===== config.mk =====
export PLATFORM = sky130hd
export DESIGN_NAME = ob_cntrl_mk_seq
export DESIGN_NICKNAME = d
export VERILOG_FILES = /design/src/rtl/ob_cntrl_mk_seq.sv
export SDC_FILE = /design/constraint.sdc
export NUM_CORES = 1
export LEC_CHECK = 0
export CELL_PAD_IN_SITES_DETAIL_PLACEMENT = 1
export CELL_PAD_IN_SITES_GLOBAL_PLACEMENT = 1
export CORE_UTILIZATION = 33
export CTS_BUF_LIST = sky130_fd_sc_hd__clkbuf_8
export CTS_CLUSTER_SIZE = 16
export DETAILED_ROUTE_END_ITERATION = 16
export PLACE_DENSITY = 0.86
export SYNTH_ARGS = -nofsm -noshare
export SYNTH_HDL_FRONTEND = slang
export SYNTH_SLANG_ARGS = --single-unit

===== constraint.sdc =====
create_clock -name i_clk -period 3.39 [get_ports i_clk]
set_input_delay 0.5085 -clock i_clk [delete_from_list [all_inputs] [get_ports i_clk]]
set_output_delay 0.5085 -clock i_clk [all_outputs]
set_load 0.005 [all_outputs]

===== src/rtl/ob_cntrl_mk_seq.sv =====
// Market-order trade sequencer: query the decision stage, emit one trade record,
// then strobe pop/update on the tables and queues that hold the two matched heads.
module ob_cntrl_mk_seq #(
    parameter int QTY_W    = 16,
    parameter int UID_W    = 32,
    parameter int WAIT_MAX = 4
) (
    input  logic             i_clk,
    input  logic             i_rst,
    input  logic             i_en,
    output logic             o_qry,
    input  logic             i_dec_vld,
    input  logic [1:0]       i_dec_kind,
    input  logic [QTY_W-1:0] i_dec_qty_a,
    input  logic [QTY_W-1:0] i_dec_qty_b,
    input  logic [UID_W-1:0] i_dec_uid_a,
    input  logic [UID_W-1:0] i_dec_uid_b,
    output logic             o_trd_vld,
    input  logic             i_trd_rdy,
    output logic [1:0]       o_trd_kind,
    output logic [UID_W-1:0] o_trd_uid_a,
    output logic [UID_W-1:0] o_trd_uid_b,
    output logic [QTY_W-1:0] o_trd_qty,
    output logic             o_bid_pop,
    output logic             o_ask_pop,
    output logic             o_mkb_pop,
    output logic             o_mks_pop,
    output logic             o_bid_upd,
    output logic             o_ask_upd,
    output logic             o_mkb_upd,
    output logic             o_mks_upd,
    output logic [QTY_W-1:0] o_upd_qty,
    output logic             o_busy,
    output logic             o_abandon,
    output logic [31:0]      o_trd_cnt
);

    localparam int CNT_W = $clog2(WAIT_MAX + 1);

    localparam logic [2:0] S_IDLE = 3'd0;
    localparam logic [2:0] S_QRY  = 3'd1;
    localparam logic [2:0] S_WAIT = 3'd2;
    localparam logic [2:0] S_EMIT = 3'd3;
    localparam logic [2:0] S_UPD  = 3'd4;

    logic [2:0]       r_state;
    logic [CNT_W-1:0] r_waitCnt;
    logic [1:0]       r_kind;
    logic [QTY_W-1:0] r_qtyA;
    logic [QTY_W-1:0] r_qtyB;
    logic [UID_W-1:0] r_uidA;
    logic [UID_W-1:0] r_uidB;
    logic             r_abandon;
    logic [31:0]      r_trdCnt;

    // A kind of 0 is not a real trade, so it ends the sequence like a timeout.
    always_ff @(posedge i_clk) begin
        if (i_rst) begin
            r_state   <= S_IDLE;
            r_waitCnt <= '0;
            r_kind    <= '0;
            r_qtyA    <= '0;
            r_qtyB    <= '0;
            r_uidA    <= '0;
            r_uidB    <= '0;
            r_abandon <= 1'b0;
            r_trdCnt  <= '0;
        end else begin
            r_abandon <= 1'b0;
            case (r_state)
                S_IDLE: begin
                    if (i_en) r_state <= S_QRY;
                end
                S_QRY: begin
                    r_waitCnt <= '0;
                    r_state   <= S_WAIT;
                end
                S_WAIT: begin
                    if (i_dec_vld) begin
                        if (i_dec_kind == 2'd0) begin
                            r_abandon <= 1'b1;
                            r_state   <= S_IDLE;
                        end else begin
                            r_kind  <= i_dec_kind;
                            r_qtyA  <= i_dec_qty_a;
                            r_qtyB  <= i_dec_qty_b;
                            r_uidA  <= i_dec_uid_a;
                            r_uidB  <= i_dec_uid_b;
                            r_state <= S_EMIT;
                        end
                    end else begin
                        r_waitCnt <= r_waitCnt + CNT_W'(1);
                        if (r_waitCnt == CNT_W'(WAIT_MAX - 1)) begin
                            r_abandon <= 1'b1;
                            r_state   <= S_IDLE;
                        end
                    end
                end
                S_EMIT: begin
                    if (i_trd_rdy) begin
                        r_trdCnt <= r_trdCnt + 32'd1;
                        r_state  <= S_UPD;
                    end
                end
                S_UPD: begin
                    r_state <= S_IDLE;
                end
                default: begin
                    r_state <= S_IDLE;
                end
            endcase
        end
    end

    logic [QTY_W:0] w_diffAB;
    logic [QTY_W:0] w_diffBA;
    logic           w_aGtB;
    logic           w_bGtA;
    logic           w_inUpd;
    logic           w_popA;
    logic           w_popB;
    logic           w_updA;
    logic           w_updB;
    logic           w_k1;
    logic           w_k2;
    logic           w_k3;

    // The borrow out of each widened subtraction doubles as the unsigned compare.
    assign w_diffAB = {1'b0, r_qtyA} - {1'b0, r_qtyB};
    assign w_diffBA = {1'b0, r_qtyB} - {1'b0, r_qtyA};
    assign w_bGtA   = w_diffAB[QTY_W];
    assign w_aGtB   = w_diffBA[QTY_W];

    assign w_inUpd = (r_state == S_UPD);
    assign w_popA  = w_inUpd & ~w_aGtB;
    assign w_popB  = w_inUpd & ~w_bGtA;
    assign w_updA  = w_inUpd & w_aGtB;
    assign w_updB  = w_inUpd & w_bGtA;

    assign w_k1 = (r_kind == 2'd1);
    assign w_k2 = (r_kind == 2'd2);
    assign w_k3 = (r_kind == 2'd3);

    // Side A is bid/ask/mkb and side B is mks/mkb/mks for kinds 1/2/3.
    assign o_bid_pop = w_popA & w_k1;
    assign o_ask_pop = w_popA & w_k2;
    assign o_mkb_pop = (w_popA & w_k3) | (w_popB & w_k2);
    assign o_mks_pop = w_popB & (w_k1 | w_k3);
    assign o_bid_upd = w_updA & w_k1;
    assign o_ask_upd = w_updA & w_k2;
    assign o_mkb_upd = (w_updA & w_k3) | (w_updB & w_k2);
    assign o_mks_upd = w_updB & (w_k1 | w_k3);

    assign o_upd_qty = w_updA ? w_diffAB[QTY_W-1:0] :
                       w_updB ? w_diffBA[QTY_W-1:0] : '0;

    assign o_qry       = (r_state == S_QRY);
    assign o_trd_vld   = (r_state == S_EMIT);
    assign o_trd_kind  = r_kind;
    assign o_trd_uid_a = r_uidA;
    assign o_trd_uid_b = r_uidB;
    assign o_trd_qty   = w_bGtA ? r_qtyA : r_qtyB;
    assign o_busy      = (r_state != S_IDLE);
    assign o_abandon   = r_abandon;
    assign o_trd_cnt   = r_trdCnt;

endmodule


==> flow_summary.ini, run 1 <==
[timing]
slew_headroom_pct = 48.1
skew_ns = 0.0148
layout_worst_path_cycle_share_pct = 105
final_hold_viol_count = 0
fmax_mhz = 282
slew_violations = 0
tightest_slew_ns = 0.778
rsz0062_at_grt = yes
setup_ws_ns = -0.155
setup_viol = 13
min_period_ns = 3.54
hold_ws_ns = 0.456

[worst_hold_path]
holdPathEnd = o_trd_uid_a[14]
hold_path_startpoint = o_trd_uid_a[14]
min_path_type = reg2reg
whs_path_depth = 2

[clock_network]
htreeDepth = 4
clock_path_buffers = 2
clkTransAtPathRegs_ns = 0.08
cts_tree = yes
root_buffer = clkbuf_8
cts_buffers = 17
clock_sinks = 137
clock_latency_ns = 0.44
hold_buffers = 0

[grt]
grt_max_degree = 68
grt_pass1_wl_um = 41700
grt.total_usage_pct = 24.1
grt_pass1_vias = 7965
antenna_found_initial = 0
grt_overflow_total = 0

[layout]
drive_gt1_share_pct = 20.2
area_growth_pct = 59.2
diodes = 0
nets = 1371

[synthesis]
synthesis.area_um2 = 7110
synth_edf_count = 0
ys_async_sr_fraction_pct = 0
syn_nets = 1069
yosysUniqueCellTypes = 63
ys_seq_area_share_pct = 38.6
ys_ff_latch = 137
ys_warn_count = 0
synth-main-ff-cell = dfxtp_1
postSynthAreaPerCell_um2 = 7.65
syn-instance-count = 929

[worst_setup_path]
path_common_cell = buf_6
path_max_fanout = 5
critPathSlowestCell = fa_2
worstPathRequired_ns = 2.88
cp-end-kind = output pin
timing.rr.start = r_state[1]
start_kind = flip-flop
crit_type = reg2out
rr_worst_depth = 5
rrSetupSlack_ns = 1.06
reg2reg_to = o_trd_uid_b[30]
path_cells = buf_6 > ha_4 > fa_2 > o21ai_4 > a21oi_4 > o21ai_4 > buf_6 > and2b_4 > buf_6 > a221o_1 > o21a_1 > buf_2
slowest_delay_ns = 0.39
critPathArrivalTime_ns = 3.04

[drt]
firstDrtPassIters = 4
num_vias = 7856
drt_iter0_drc = 359
drc = 0
ant_nets = 0
viasPerCell = 5.18
wirelength_um = 28000
wl_per_cell_um = 18.5

[placed_design]
gp_congestion = 0.916
dp_slack_ns = -0.210
dp_hpwl_um = 19100
io_buffers = 244

[floorplanning]
die_area_um2 = 22100
std_cell_rows = 53
ioPinCount = 245
fp.dieH_um = 149
core_area_um2 = 21100
die_w_um = 149
initial_core_util_pct = 33.7

[run]
maxCapViolCount = 0

[outcome]
outcome = complete, but fails checks
violations = setup timing

[power_and_ir_drop]
fin_total_pwr_w = 0.00491
vdd_drop_max_mv = 0.290
leakage_nw = 4.52
p_per_area_nw_per_um2 = 433
[where the power goes]
part | internal (W) | total (W) | switching, W
sequential | 0.00168 | 0.00173 | 0.0000556
clock | 0.000685 | 0.00134 | 0.000657
combinational | 0.000881 | 0.00183 | 0.000952
[per-layer routing]
metal,vias up,track usage [%],wire [um]
li1,3724,-,-
met1,3792,27.4,11100
met2,282,42.2,14200
met3,58,7.16,2030
met4,0,9.18,715
met5,-,0,0
[cell usage after synthesis (all sizes together), types with 10 or more instances]
cell type,instances,share of area [%]
nand2,241,13
a21oi,145,11
dfxtp,137,39
nor2,54,2.9
inv,43,2.3
o21ai,38,2.7
buf,35,3.0
ha,35,6.2
clkbuf,27,1.4
xor2,18,2.2
nand3,17,1.2
a21o,11,1.2
nand4,10,1.1
[cell usage in the layout (no fill, tap or decap), types with 19 or more instances in the layout]
cell type,netlist,final
a21oi_1,141,133
buf_4,5,84
clkbuf_8,0,19
clkdlybuf4s50_1,0,204
dfxtp_1,137,118
dfxtp_2,0,19
ha_1,35,20
inv_1,43,39
nand2_1,241,239
nor2_1,54,53
o21ai_0,30,19
[what timing repair did]
action / 4_1_cts / 5_1_grt
pin swaps: 34 / 24
gates cloned: 2 / 0
resized for setup: 149 / 61
endpoints found under the setup margin: 40 / 35
buffers inserted: 17 / 15
[per-stage QoR]
stage / cell area, um^2 / TNS [ns] / utilization [%] / std cells
finish: 11300 / -1.25 / 53.7 / 1517
global route: 11300 / -3.17 / 53.7 / 1517
CTS: 11100 / -1.74 / 52.4 / 1502
detailed placement: 10200 / -2.08 / 48.2 / 1453
global placement: 10200 / -0.793 / 48.2 / 1453
floorplan: 7110 / 0 / - / 929
[cell families (layout without fill, tap and decap cells)]
kind of cell               Yosys count  after routing  share of synthesized area [%]
DFF                                137            137                           38.6
and+or+nand+nor                    375            377                           23.1
AOI/OAI and AO/OA                  245            245                           21.2
xor gates and xnor gates            27             27                           3.33
muxes                                3              3                          0.440
adders and majority gates           37             37                           6.72
buffers and inverters              105            416                           6.67
[how the worst max path moves through the flow]
stage | start | depth (start not counted) | to | slack (ns)
after CTS | r_qtyB[0] | 10 | o_trd_qty[15] | -0.14
after floorplan | r_qtyA[0] | 11 | o_upd_qty[14] | 0.57
after detailed placement | r_qtyA[13] | 11 | o_upd_qty[6] | -0.21
after global placement | r_qtyA[13] | 11 | o_upd_qty[6] | -0.12
after global routing | r_qtyB[0] | 13 | o_upd_qty[10] | -0.28
final | r_qtyB[0] | 12 | o_upd_qty[13] | -0.15
[state kept, by name (all words and copies together) (netlist names)]
signal	count
r_qtyB	16
r_state	3
o_trd_cnt	32
r_qtyA	16
o_trd_kind	2
o_abandon	1
o_trd_uid_a	32
o_trd_uid_b	32
r_waitCnt	3
[worst max-delay path: cells and delay by family, from the launching register on]
family / cells / cell delay (ns)
compound gates: 5 / 1.02
fa+ha+maj: 2 / 0.55
buf+inv: 4 / 0.51
flops: 1 / 0.33
simple gates: 1 / 0.21
[final cells by class]
class	count	area (um^2)
Fill cell	2509	9770
Multi-Input combinational cell	689	4400
Timing Repair Buffer	343	3260
Sequential cell	137	2770
Tap cell	275	344
Clock buffer	19	262
Inverter	43	161
Clock inverter	11	124
Power figures use the tool's default switching activity.
==> inputs of run 2 (changes only) <==
--- a/config.mk
+++ b/config.mk
@@ -12,6 +12,7 @@
 export CTS_CLUSTER_SIZE = 16
 export DETAILED_ROUTE_END_ITERATION = 16
 export PLACE_DENSITY = 0.86
+export SKIP_CTS_REPAIR_TIMING = 1
 export SYNTH_ARGS = -nofsm -noshare
 export SYNTH_HDL_FRONTEND = slang
 export SYNTH_SLANG_ARGS = --single-unit
==> constraint.sdc (replaced) <==
create_clock -name i_clk -period 3.75 [get_ports i_clk]
set_input_delay 0.5625 -clock i_clk [delete_from_list [all_inputs] [get_ports i_clk]]
set_output_delay 0.5625 -clock i_clk [all_outputs]
set_load 0.005 [all_outputs]
==> flow_summary.ini, run 2 (synthesis results as in run 1) <==
[timing]
min_period_ns = 3.79
skew_ns = 0.0138
setup_ws_ns = -0.0365
rsz0062_at_grt = yes
fmax_mhz = 264
tightest_slew_ns = 0.854
setup_viol = 1
layout_worst_path_cycle_share_pct = 101
final_hold_viol_count = 0
slew_headroom_pct = 43.1
slew_violations = 0
fin_tns_setup_ns = -0.0365

[drt]
num_vias = 7632
ant_nets = 0
firstDrtPassIters = 4
drt_iter0_drc = 261
wl_per_cell_um = 17.9
wirelength_um = 26400
viasPerCell = 5.18
drc = 0

[worst_setup_path]
reg2reg_to = o_trd_kind[0]
rrSetupSlack_ns = 1.35
cp-end-kind = output pin
path_max_fanout = 7
rr_worst_depth = 5
critPathArrivalTime_ns = 3.22
start_kind = flip-flop
path_common_cell = a21o_1
worstPathRequired_ns = 3.19
crit_family = compound AO/OA/AOI/OAI gates
timing.rr.start = r_state[1]
critPathSlowestCell = clkdlybuf4s50_1
path_cells = inv_1 > ha_4 > a21o_1 > a21o_1 > a221oi_2 > o21ai_2 > buf_6 > nand2b_2 > o22a_1 > a21oi_1 > clkdlybuf4s50_1
slowest_delay_ns = 0.51
path_buf_inv = 3
crit_type = reg2out

[clock_network]
cts_buffers = 17
clkTransAtPathRegs_ns = 0.08
cts_tree = yes
root_buffer = clkbuf_8
clock_latency_ns = 0.44
clock_path_buffers = 2
htreeDepth = 4
clock_sinks = 137

[worst_hold_path]
min_path_type = reg2reg
holdPathEnd = o_trd_uid_a[10]
whs_path_depth = 2
hold_path_startpoint = o_trd_uid_a[10]

[layout]
final_cells = 1474
regArea_um2 = 2760
post-route-util_pct = 51.1
multi_input_area_um2 = 4190
drive_gt1_share_pct = 13.3
n_fill_cell = 2514
area_growth_pct = 51.7
final_cell_mix = nand2_1 (238), clkdlybuf4s50_1 (214), a21oi_1 (135)
nets = 1325
layout_commonest_cell = nand2_1

[run]
maxCapViolCount = 0

[power_and_ir_drop]
fin_total_pwr_w = 0.00422
vdd_drop_max_mv = 0.273
p_per_area_nw_per_um2 = 391
leakage_nw = 4.40

[grt]
grt_pass1_wl_um = 38800
antenna_found_initial = 1
grt.total_usage_pct = 22.1
grt_pass1_vias = 7620
grt_max_degree = 66
grt_overflow_total = 0

[placed_design]
dpl.cell_count = 1412
gp_congestion = 0.895
io_buffers = 244
dp_hpwl_um = 18400

[floorplanning]
ioPinCount = 245
initial_core_util_pct = 33.7
die_w_um = 149
die_area_um2 = 22100
fp.dieH_um = 149
core_area_um2 = 21100
std_cell_rows = 53

[outcome]
violations = setup timing
outcome = complete, but fails checks
[run 2: changes by cell type in the layout (fill, tap and decap cells not counted), sizes merged]
cell           previous run  this run
clkdlybuf4s50           204       214
clkinv                    5         6
dlymetal6s2s             15        29
dlygate4sd2               7         0
clkbuf                   21        17
buf                     114        54
diode                     0         1
inv                      44        46
clkinvlp                  3         4
clkdlybuf4s15             1         0
[run 2: cell type report]
| class | count | area share (%) |
|---|---|---|
| Multi-Input combinational cell | 689 | 38.8 |
| Timing Repair Buffer | 297 | 27.3 |
| Sequential cell | 137 | 25.6 |
| Tap cell | 275 | 3.19 |
| Clock buffer | 17 | 2.17 |
| Inverter | 43 | 1.50 |
| Clock inverter | 15 | 1.42 |
| Antenna cell | 1 | 0.0232 |
[run 2: worst max-delay path by stage]
stage / startpoint / endpoint / cells after the start
2_1_floorplan: r_qtyA[0] / o_upd_qty[14] / 11
6_report: r_qtyA[13] / o_upd_qty[12] / 11
3_5_place_dp: r_qtyA[13] / o_upd_qty[6] / 11
3_3_place_gp: r_qtyA[13] / o_upd_qty[6] / 11
5_1_grt: r_qtyB[0] / o_upd_qty[12] / 13
4_1_cts: r_qtyA[13] / o_upd_qty[6] / 11
[run 2: worst reg2reg max path, cell delays in order, from the launching register on]
cell and delay [ns]:
dfxtp_1 0.50, or3b_1 0.51, or3b_4 0.73, buf_4 0.37, nand2_1 0.09, a21oi_1 0.06
[run 2: metrics by stage]
step | setup slack, ns | area (um^2) | hold slack (ns)
after floorplan | 0.875 | 7110 | 0.453
after CTS | -0.542 | 10200 | 0.459
after global placement | 0.0476 | 9800 | 0.441
final | -0.0365 | 10800 | 0.455
after global routing | -0.215 | 10800 | 0.478
after detailed placement | -0.0196 | 9800 | 0.448
[run 2: per-layer routing]
metal	GRT usage, %	routed length, um	up-vias
li1	-	-	3624
met1	25.3	10400	3700
met2	38.7	13300	273
met3	7.55	2210	35
met5	0	0	-
met4	6.43	523	0
[run 2: power breakdown]
group	internal, W	switching, W
registers	0.00151	0.0000513
logic	0.000695	0.000758
clock network	0.000591	0.000613
==> inputs of run 3 (changes only) <==
--- a/config.mk
+++ b/config.mk
@@ -5,10 +5,12 @@
 export SDC_FILE = /design/constraint.sdc
 export NUM_CORES = 1
 export LEC_CHECK = 0
+export ABC_CLOCK_PERIOD_IN_PS = 3750
 export CELL_PAD_IN_SITES_DETAIL_PLACEMENT = 1
 export CELL_PAD_IN_SITES_GLOBAL_PLACEMENT = 1
 export CORE_UTILIZATION = 33
 export CTS_BUF_LIST = sky130_fd_sc_hd__clkbuf_8
+export CTS_CLUSTER_DIAMETER = 120
 export CTS_CLUSTER_SIZE = 16
 export DETAILED_ROUTE_END_ITERATION = 16
 export PLACE_DENSITY = 0.86
==> constraint.sdc (replaced) <==
create_clock -name i_clk -period 3.75 [get_ports i_clk]
set_input_delay 0.375 -clock i_clk [delete_from_list [all_inputs] [get_ports i_clk]]
set_output_delay 0.375 -clock i_clk [all_outputs]
set_load 0.005 [all_outputs]
==> flow_summary.ini, run 3 (synthesis results as in run 1) <==
[timing]
final_hold_viol_count = 0
min_period_ns = 3.68
layout_worst_path_cycle_share_pct = 98.2
fmax_mhz = 272
slew_headroom_pct = 36.2
slew_violations = 0
setup_viol = 0
tightest_slew_ns = 0.957
skew_ns = 0.0128
fin_tns_setup_ns = 0

[clock_network]
root_buffer = clkbuf_8
htreeDepth = 4
clock_latency_ns = 0.43
clkTransAtPathRegs_ns = 0.08
clock_path_buffers = 2
clock_sinks = 137
cts_buffers = 17
cts_tree = yes

[layout]
multi_input_area_um2 = 4190
final_cell_area_um2 = 10600
layout_commonest_cell = nand2_1
final_cell_mix = nand2_1 (239), clkdlybuf4s50_1 (237), a21oi_1 (138)
n_fill_cell = 2564
area_growth_pct = 48.7
regArea_um2 = 2760
drive_gt1_share_pct = 10.8
diodes = 0
nets = 1299

[power_and_ir_drop]
vdd_drop_max_mv = 0.277
leakage_nw = 3.89
p_per_area_nw_per_um2 = 405

[worst_setup_path]
cp-end-kind = output pin
timing.rr.start = r_state[1]
worstPathRequired_ns = 3.38
reg2reg_to = o_trd_cnt[24]
rrSetupSlack_ns = 1.35
crit_type = reg2out
start_kind = flip-flop
path_max_fanout = 6
rr_worst_depth = 7
critPathArrivalTime_ns = 3.31

[outcome]
outcome = complete, no violations

[worst_hold_path]
whs_path_depth = 2
hold_path_startpoint = o_trd_uid_a[10]
holdPathEnd = o_trd_uid_a[10]
min_path_type = reg2reg

[run]
maxCapViolCount = 0

[floorplanning]
fp.dieH_um = 149
core_area_um2 = 21100
die_w_um = 149
initial_core_util_pct = 33.7
die_area_um2 = 22100
std_cell_rows = 53
ioPinCount = 245

[drt]
wl_per_cell_um = 17.6
firstDrtPassIters = 5
wirelength_um = 25500
viasPerCell = 5.13
num_vias = 7429
ant_nets = 0
drt_iter0_drc = 190
drc = 0

[grt]
antenna_found_initial = 0
grt_pass1_wl_um = 38000
grt_overflow_total = 0
grt.total_usage_pct = 21.8
grt_pass1_vias = 7593
grt_max_degree = 86

[placed_design]
dp_hpwl_um = 18300
gp_congestion = 0.880
postPlaceCellArea_um2 = 9740
io_buffers = 244
[run 3: changes by cell type in the layout (fill, tap and decap cells not counted), sizes merged, moves of 2 or more]
| cell | change |
|---|---|
| clkinv | -2 |
| clkinvlp | -3 |
| dlymetal6s2s | -23 |
| clkdlybuf4s50 | +23 |
| buf | -26 |
| clkbuf | +4 |
[run 3: where the power goes]
group	leakage, nW	internal, W	switching (W)	total, W
sequential	1.11	0.00151	0.0000509	0.00156
combinational	2.56	0.000650	0.000715	0.00137
clock	0.224	0.000741	0.000611	0.00135
[run 3: per-layer routing]
layer,share of wire (%),vias to the layer above,global-route usage (%)
met5,0,-,0
met4,2.1,0,7.04
met3,7.1,38,7.25
met2,52,227,39.3
met1,39,3592,24.0
li1,-,3572,-
[run 3: worst max-delay path: stages, from the launching register on]
cell,delay (ns)
dfxtp_2,0.36
inv_1,0.04
ha_1,0.19
inv_1,0.08
fa_2,0.24
nand3_2,0.12
a211oi_4,0.31
o21bai_4,0.13
a21oi_4,0.19
buf_6,0.18
nand2b_4,0.10
o22a_1,0.21
a21oi_1,0.18
clkdlybuf4s50_1,0.54
[run 3: how the worst max path moves through the flow]
stage	startpoint	to	depth (start not counted)
final	r_qtyB[0]	o_upd_qty[8]	13
after global routing	r_qtyB[5]	o_upd_qty[13]	9
after CTS	r_qtyA[14]	o_upd_qty[5]	11
after detailed placement	r_qtyA[0]	o_upd_qty[4]	11
after global placement	r_qtyA[13]	o_upd_qty[9]	11
after floorplan	r_qtyA[0]	o_upd_qty[14]	11
[run 3: metrics by stage]
stage / util, % / worst slack, ns / power, W / instances / hold WS [ns]
global route: 50.1 / -0.0583 / 0.00449 / 1447 / 0.459
CTS: 48.3 / -0.229 / 0.00410 / 1436 / 0.445
detailed placement: 46.2 / 0.272 / 0.00273 / 1404 / 0.446
finish: 50.1 / 0.0675 / 0.00428 / 1447 / 0.454
floorplan: - / 1.06 / 0.00226 / 929 / 0.453
global placement: 46.2 / 0.337 / 0.00271 / 1404 / 0.441
[run 3: area by class of cell]
cell class	count	share of cell area (%)
clock buffer	21	2.73
timing repair buffer	271	25.3
clock inverter	11	1.50
tap	275	3.26
inverter	43	1.53
multi-input combinational	689	39.6
sequential	137	26.1
